===== config.mk =====
export PLATFORM = sky130hd
export DESIGN_NAME = boot_fetch_ctrl
export DESIGN_NICKNAME = d
export VERILOG_FILES = /design/src/rtl/boot_fetch_ctrl.sv
export SDC_FILE = /design/constraint.sdc
export NUM_CORES = 1
export LEC_CHECK = 0
export ABC_AREA = 1
export BUFFER_PORTS_ARGS = -buffer_cell sky130_fd_sc_hd__buf_4
export CELL_PAD_IN_SITES_DETAIL_PLACEMENT = 1
export CELL_PAD_IN_SITES_GLOBAL_PLACEMENT = 1
export CORE_UTILIZATION = 29
export CTS_CLUSTER_SIZE = 28
export DETAILED_ROUTE_END_ITERATION = 10
export PLACE_DENSITY = 0.77
export SLEW_MARGIN = 10
export SYNTH_ARGS = -nofsm -noshare
export SYNTH_HDL_FRONTEND = slang
export SYNTH_SLANG_ARGS = --single-unit

===== constraint.sdc =====
create_clock -name clock -period 1.3 [get_ports clock]
set_input_delay 0.065 -clock clock [delete_from_list [all_inputs] [get_ports clock]]
set_output_delay 0.065 -clock clock [all_outputs]
set_load 0.005 [all_outputs]

===== src/rtl/boot_fetch_ctrl.sv =====
// Boot-and-fetch controller: copies a fixed-length BIOS image from a valid/ready
// stream into memory, then runs a PC that fetches instructions with back-pressure
// and jump redirection.
// Optional read-back verification of the image is compiled in with BOOT_VERIFY_EN.
module boot_fetch_ctrl #(
  parameter int unsigned            ADDR_WIDTH     = 32,
  parameter int unsigned            DATA_WIDTH     = 32,
  parameter int unsigned            BOOT_WORDS     = 16,
  parameter logic [ADDR_WIDTH-1:0]  BOOT_BASE      = '0,
  parameter logic [ADDR_WIDTH-1:0]  RESET_PC       = '0,
  parameter int unsigned            BYTES_PER_WORD = 4
) (
  input  logic                  clock,
  input  logic                  reset,
  input  logic                  start,
  input  logic                  boot_valid,
  input  logic [DATA_WIDTH-1:0] boot_data,
  output logic                  boot_ready,
  output logic [ADDR_WIDTH-1:0] mem_address,
  output logic [DATA_WIDTH-1:0] mem_wdata,
  output logic                  mem_cs,
  output logic                  mem_we,
  output logic                  mem_oe,
  input  logic [DATA_WIDTH-1:0] mem_rdata,
  output logic                  fetch_valid,
  output logic [DATA_WIDTH-1:0] fetch_instr,
  input  logic                  fetch_ready,
  input  logic                  jump_valid,
  input  logic [ADDR_WIDTH-1:0] jump_target,
  output logic [ADDR_WIDTH-1:0] pc_value,
  output logic                  pc_enable,
  output logic                  boot_done,
  output logic                  boot_error,
  output logic                  busy
);

  localparam int unsigned           CntW    = (BOOT_WORDS > 1) ? $clog2(BOOT_WORDS) : 1;
  localparam logic [CntW-1:0]       LastCnt = CntW'(BOOT_WORDS - 1);
  localparam logic [ADDR_WIDTH-1:0] Stride  = ADDR_WIDTH'(BYTES_PER_WORD);

  typedef enum logic [2:0] {
    StIdle,
    StLoad,
`ifdef BOOT_VERIFY_EN
    StVerify,
`endif
    StRun,
    StError
  } state_e;

  state_e                state_q, state_d;
  logic [CntW-1:0]       cnt_q;       // boot word index (write or read-back)
  logic                  wr_pend_q;   // accepted beat waiting for its write cycle
  logic [DATA_WIDTH-1:0] wr_data_q;
  logic [ADDR_WIDTH-1:0] pc_q;
  logic                  rd_q;        // read strobe cycle (first fetch / verify read)
  logic                  cap_q;       // mem_rdata is valid this cycle
  logic                  fv_q;
  logic [DATA_WIDTH-1:0] instr_q;
  logic                  pc_en_q;
  logic                  done_q;

  logic [ADDR_WIDTH-1:0] boot_addr;
  logic [ADDR_WIDTH-1:0] pc_next;
  logic                  accept;
  logic                  is_last;

  assign boot_addr = BOOT_BASE + ADDR_WIDTH'(cnt_q) * Stride;
  assign pc_next   = jump_valid ? jump_target : pc_q + Stride;
  assign accept    = (state_q == StRun) && fv_q && fetch_ready;
  assign is_last   = (cnt_q == LastCnt);

`ifdef BOOT_VERIFY_EN
  logic [DATA_WIDTH-1:0] csum_q;
  logic [DATA_WIDTH-1:0] vsum_q;
  logic [DATA_WIDTH-1:0] vsum_next;
  logic                  verify_ok;

  assign vsum_next = vsum_q ^ mem_rdata;
  assign verify_ok = (vsum_next == csum_q);
`endif

  // State register
  always_ff @(posedge clock) begin
    if (reset) state_q <= StIdle;
    else       state_q <= state_d;
  end

  // Next-state decode
  always_comb begin
    state_d = state_q;
    unique case (state_q)
      StIdle: if (start) state_d = StLoad;
`ifdef BOOT_VERIFY_EN
      StLoad: if (wr_pend_q && is_last) state_d = StVerify;
      StVerify: begin
        if (cap_q && is_last) state_d = verify_ok ? StRun : StError;
      end
`else
      StLoad: if (wr_pend_q && is_last) state_d = StRun;
`endif
      default: state_d = state_q;
    endcase
  end

  // Datapath: beat capture, counters, PC and fetch pipeline
  always_ff @(posedge clock) begin
    if (reset) begin
      cnt_q     <= '0;
      wr_pend_q <= 1'b0;
      wr_data_q <= '0;
      pc_q      <= RESET_PC;
      rd_q      <= 1'b0;
      cap_q     <= 1'b0;
      fv_q      <= 1'b0;
      instr_q   <= '0;
      pc_en_q   <= 1'b0;
      done_q    <= 1'b0;
`ifdef BOOT_VERIFY_EN
      csum_q    <= '0;
      vsum_q    <= '0;
`endif
    end else begin
      pc_en_q <= 1'b0;
      unique case (state_q)
        StIdle: begin
          if (start) begin
            cnt_q     <= '0;
            wr_pend_q <= 1'b0;
`ifdef BOOT_VERIFY_EN
            csum_q    <= '0;
`endif
          end
        end
        StLoad: begin
          if (wr_pend_q) begin
            wr_pend_q <= 1'b0;
            if (is_last) begin
              cnt_q <= '0;
              rd_q  <= 1'b1;  // first verify read or first fetch issue
`ifdef BOOT_VERIFY_EN
              vsum_q <= '0;
`else
              done_q <= 1'b1;
`endif
            end else begin
              cnt_q <= cnt_q + CntW'(1);
            end
          end else if (boot_valid) begin
            wr_pend_q <= 1'b1;
            wr_data_q <= boot_data;
`ifdef BOOT_VERIFY_EN
            csum_q    <= csum_q ^ boot_data;
`endif
          end
        end
`ifdef BOOT_VERIFY_EN
        StVerify: begin
          if (rd_q) begin
            rd_q  <= 1'b0;
            cap_q <= 1'b1;
          end else if (cap_q) begin
            cap_q  <= 1'b0;
            vsum_q <= vsum_next;
            if (is_last) begin
              cnt_q <= '0;
              if (verify_ok) begin
                done_q <= 1'b1;
                rd_q   <= 1'b1;
              end
            end else begin
              cnt_q <= cnt_q + CntW'(1);
              rd_q  <= 1'b1;
            end
          end
        end
`endif
        StRun: begin
          if (rd_q) begin
            rd_q  <= 1'b0;
            cap_q <= 1'b1;
          end
          if (cap_q) begin
            cap_q   <= 1'b0;
            instr_q <= mem_rdata;
            fv_q    <= 1'b1;
          end
          // Accept issues the next read in the same cycle, so capture follows.
          if (accept) begin
            fv_q    <= 1'b0;
            cap_q   <= 1'b1;
            pc_q    <= pc_next;
            pc_en_q <= 1'b1;
          end
        end
        default: ;
      endcase
    end
  end

  // Output decode: memory strobes and status
  always_comb begin
    boot_ready  = 1'b0;
    mem_address = '0;
    mem_wdata   = '0;
    mem_cs      = 1'b0;
    mem_we      = 1'b0;
    mem_oe      = 1'b0;
    busy        = 1'b0;
    boot_error  = 1'b0;
    unique case (state_q)
      StLoad: begin
        busy       = 1'b1;
        boot_ready = !wr_pend_q;
        if (wr_pend_q) begin
          mem_cs      = 1'b1;
          mem_we      = 1'b1;
          mem_address = boot_addr;
          mem_wdata   = wr_data_q;
        end
      end
`ifdef BOOT_VERIFY_EN
      StVerify: begin
        busy = 1'b1;
        if (rd_q) begin
          mem_cs      = 1'b1;
          mem_oe      = 1'b1;
          mem_address = boot_addr;
        end
      end
      StError: boot_error = 1'b1;
`endif
      StRun: begin
        if (rd_q) begin
          mem_cs      = 1'b1;
          mem_oe      = 1'b1;
          mem_address = pc_q;
        end else if (accept) begin
          mem_cs      = 1'b1;
          mem_oe      = 1'b1;
          mem_address = pc_next;
        end
      end
      default: ;
    endcase
  end

  assign fetch_valid = fv_q;
  assign fetch_instr = instr_q;
  assign pc_value    = pc_q;
  assign pc_enable   = pc_en_q;
  assign boot_done   = done_q;

endmodule


Word-level counts from Yosys, hierarchy flattened --
Index checks and enable logic that the tools add are counted. W data, S select, Z words.
Cells by class: reduce and logical (&&, ||, !) cells 18, add/subtract/negate cells 2, bitwise gates (word level) 2, eq/ne operators 7, multiplexer cells 34
Operator list (count):
- $mux W32 | 5
- $pmux W32 S2 | 1
- $add A32 B3 Y32 const B | 1
- $mux W1 | 17
- $reduce_and A3 Y1 | 5
- $mux W4 | 3
- $ne A2 B2 Y1 const B | 4
- $pmux W4 S2 | 1
- $reduce_and A2 Y1 | 4
- $mux W3 | 2
- $mux W6 | 1
- $pmux W1 S2 | 3
- $pmux W3 S2 | 1
- $reduce_bool A2 Y1 | 3
- $add A4 B1 Y4 const B | 1
- $eq A4 B4 Y1 const B | 1
- $eq A3 B1 Y1 const B | 1
- $eq A3 B2 Y1 const B | 1
- $logic_and A1 B1 Y1 | 3
- $logic_not A3 Y1 | 1
- $not A1 Y1 | 2
- $reduce_or A2 Y1 | 1
- $logic_not A1 Y1 | 1
Storage, ports and cells: register bits 109, word-level logic and storage cells 74, output and inout port bits 137, bits of input ports 102

Depth between registers and ports, before layout --
word-level depth 6, mapped depth 11, depth with buffers taken out 10

Worst setup path before layout --
OpenSTA, ideal clock, no wires.
path kind reg2reg, from reg state_q[1], to reg wr_data_q[10], required time 1181 ps, buffers on the path 3, arrival 1437 ps, period minus slack after synthesis 1556 ps, cell stages (with the launch flop) 11, slack -256 ps, library setup time 119 ps, path through dfxtp_1 inv_1 ha_1 buf_4 inv_2 nor2_2 nand2_1 buf_2 buf_2 o21ai_0 a21oi_1
On the way: longest elaborated chain between the ends 2
Ends and longest elaborated chain:
- start: declaration | line 51 | state_e state_q, state_d;
- start signal: assignment | line 85 | if (reset) state_q <= StIdle;
- start signal: assignment | line 86 | else state_q <= state_d;
- $eq A3 B1 Y1 | line 125 | unique case (state_q)
- $reduce_and A3 Y1 (no line)
- end signal: assignment | line 151 | wr_data_q <= boot_data;
- end: declaration | line 54 | logic [DATA_WIDTH-1:0] wr_data_q;
Every way passes these cells. A chain may end at the register's enable or synchronous reset.

Worst setup path in the final report --
from reg pc_q[3] (netlist: pc_value[3]), to out mem_address[28]
On the way: longest elaborated chain between the ends 5
Ends and longest elaborated chain:
- start: declaration | line 55 | logic [ADDR_WIDTH-1:0] pc_q;
- start signal: assignment | line 192 | pc_q <= pc_next;
- $add A32 B3 Y32 | line 69 | assign pc_next = jump_valid ? jump_target : pc_q + Stride;
- $mux W32 | line 69
- $mux W32 | line 238 | end else if (accept) begin
- $mux W32 | line 234 | if (rd_q) begin
- $pmux W32 S2 | line 211 | unique case (state_q)
- end: declaration | line 19 | output logic [ADDR_WIDTH-1:0] mem_address,
Every way passes these cells.

==> reports/metrics.yaml <==
placement:
  dp_cells: 1463
  globalplace.congestion: 0.843
  pre_cts_ws_ps: -382
  io_buffer_count: 237
  post_dp_cell_area_mm2: 0.00887
  hpwl_after_detailed_placement_um: 17500
floorplan:
  die_footprint_mm2: 0.0206
  initial_utilization: 0.297
  placeableCoreArea_mm2: 0.0195
  rows: 51
  die_width_um: 144
  design.portCount: 239
  floorplan.die.height_um: 144
final_layout:
  layout-area-overhead-vs-synth_pct: 118
  fillCellCount: 2215
  instances_no_fill: 1624
  postLayoutCoreUtil: 0.649
  num-nets-final: 1461
  final_cell_area_mm2: 0.0127
  most-common-layout-cells: "buf_4, nor2_1, nand2_1, dfxtp_1, inv_1"
  layout.cells.most_common: "buf_4"
  post_route_cells_drive_above_1_share: 0.612
clock_tree:
  clk_path_buf_depth: 2
  tritoncts: "done"
  cts-root-buf: "clkbuf_16"
  htree_levels: 3
  cts_buffers: 9
  clkTransAtPathRegs_ps: 100
  number_of_sinks_on_the_clock_net: 108
  worst_skew_pair.late_latency_ps: 390
synth:
  top_cells_by_area_in_the_synthesized_netlist: "dfxtp_1, nor2_1, nand2_1, o21ai_0, a21oi_1"
  post-synth-top-area-fraction: 0.372
  syn_area_mm2: 0.00581
  netlist.top_cell.by_area: "dfxtp_1"
  yosys_warnings: 0
  synth_cells: 894
  synth_sequential_area_ratio: 0.372
  synth.distinct_cells: 39
  postSynthRegisterBits: 108
  synth_fp_nets: 1001
  synth_area_per_cell_um2: 6.50
route:
  routed_via_density: 5.73
  vias: 9300
  detailedRoute.firstIterationViolations: 753
  ant_nets: 0
  drc: 0
  routed_wirelength_um: 47300
  detailedRoute.firstPassIterationCount: 5
  detail_route.wl_per_cell_um: 29.1
global_routing:
  grt_pass1_wl_um: 53300
  grt_remaining_overflow: 0
  grt_start_max_net_pins: 41
  grt_pass1_vias: 9150
  global_route.usage.total: 0.347
  initial_antenna_violation_count: 3
worst_setup_path:
  endpoint_kind: "output pin"
  crit_type: "reg2out"
  cp-start-kind: "flip-flop"
  arrival_ps: 2360
  worst-path-max-fanout: 6
  critical_path_required_ps: 1240
power_and_ir_drop:
  power_leakage_nw: 5.17
  report.power.total_mw: 12.7
  powerDensity_mw_per_mm2: 1000
  vdd.ir_drop.worst_uv: 755
timing:
  final_min_period_over_clock_period: 1.87
  slew_viols_final: 0
  rsz0062_at_grt: "yes"
  max-slew-margin-rel: 0.524
  hold_viol: 0
  post-route-worst-setup-slack_ps: -1130
  finalWorstPathRequiredPeriod_ps: 2430
  setup-violations-final: 177
  fmax_ghz: 0.412
  timing_worst_slew_pin_value_ps: 715
  finalClockSkew_ps: 21.8
flow_run:
  maxCapViolations: 0
status:
  outcome: "complete, but fails checks"
  violations_in_the_final_reports: "negative setup slack"
min_path:
  holdCritPathClass: "in2reg"
==> where the power goes <==
group / internal [mW] / total [mW] / switching [mW]
sequential: 3.58 / 3.80 / 0.222
combinational: 2.67 / 5.85 / 3.18
clock: 1.35 / 3.04 / 1.69
total: 7.60 / 12.7 / 5.09
==> per-layer routing <==
layer / vias up / part of all wire / GRT usage
li1: 3796 / - / -
met3: 283 / 0.089 / 0.0750
met2: 689 / 0.47 / 0.632
met4: 4 / 0.082 / 0.176
met5: - / 0.00057 / 0
met1: 4528 / 0.36 / 0.376
==> Yosys cell counts, drive strengths merged <==
library cell	count
a211oi	2
conb	1
a21oi	99
dlygate4sd1	2
o21ai	108
dfxtp	108
ha	5
xor2	1
a22oi	1
o211ai	5
o22ai	1
nor2	203
inv	84
dlymetal6s2s	1
buf	18
nand3	45
clkbuf	29
a31oi	3
nor3	1
o21a	2
nand2	167
a221oi	1
or2	7
==> stage by stage <==
step	setup TNS [ps]	hold slack, ps
floorplan	-4680	223
global placement	-24140	312
detailed placement	-30810	322
CTS	-61880	14.2
global route	-92700	60.0
finish	-89650	69.1
==> sequential cells by signal (all words and copies together) (netlist names) <==
| name | flops |
|---|---|
| cnt_q | 4 |
| pc_value | 32 |
| fetch_valid | 1 |
| fetch_instr | 32 |
| wr_pend_q | 1 |
| pc_enable | 1 |
| wr_data_q | 32 |
| boot_done | 1 |
| rd_q | 1 |
| state_q | 2 |
| cap_q | 1 |
==> critical path, cell delays in order (launching register included) <==
cell and delay [ps]:
dfxtp_4 390, ha_4 170, nand2_4 60, nor2_4 200, nand2_4 160, nor2_4 230, nand2_1 100, nand2_1 200
nand3_2 120, nand2_2 120, a21oi_2 80, buf_4 160
==> layout make-up <==
cell class,instances,area (um2),area share
Multi-Input combinational cell,653,4810,0.379
Sequential cell,108,2210,0.175
Antenna cell,1,2.50,0.000197
Inverter,84,360,0.0284
Clock buffer,9,225,0.0178
Timing Repair Buffer,498,4680,0.369
Clock inverter,6,57.6,0.00454
Tap cell,265,332,0.0262
==> what timing repair did <==
| action | 4_1_cts | 5_1_grt |
|---|---|---|
| hold buffers | 63 | 0 |
| buffers inserted | 43 | 34 |
| hold endpoints to repair | 63 | 0 |
| cloned | 14 | 4 |
| pin swaps | 56 | 63 |
| endpoints found under the setup margin | 175 | 176 |
| resized for setup | 341 | 224 |
==> worst paths after layout <==
| kind | startpoint | to | slack [ps] | cells after the start |
|---|---|---|---|---|
| setup / recovery | pc_value[3] | mem_address[28] | -1130 | 11 |
| hold / removal | boot_data[2] | wr_data_q[2] | 70 | 3 |
| setup reg to reg | pc_value[3] | pc_value[28] | -800 | 10 |
| hold reg to reg | wr_data_q[24] | wr_data_q[24] | 510 | 2 |
==> cell families (layout without fill, tap and decap cells) <==
group	count (synthesis)	count (layout)	synth area share
AO/OA/AOI/OAI	222	222	0.202
other	1	2	0.000646
flip-flops	108	108	0.372
buffers and inverters	134	597	0.100
AND/OR/NAND/NOR	423	424	0.312
XOR/XNOR	1	1	0.00151
adder cells (fa/ha/maj)	5	5	0.0108
No activity file was read; power rests on OpenSTA's default activity.
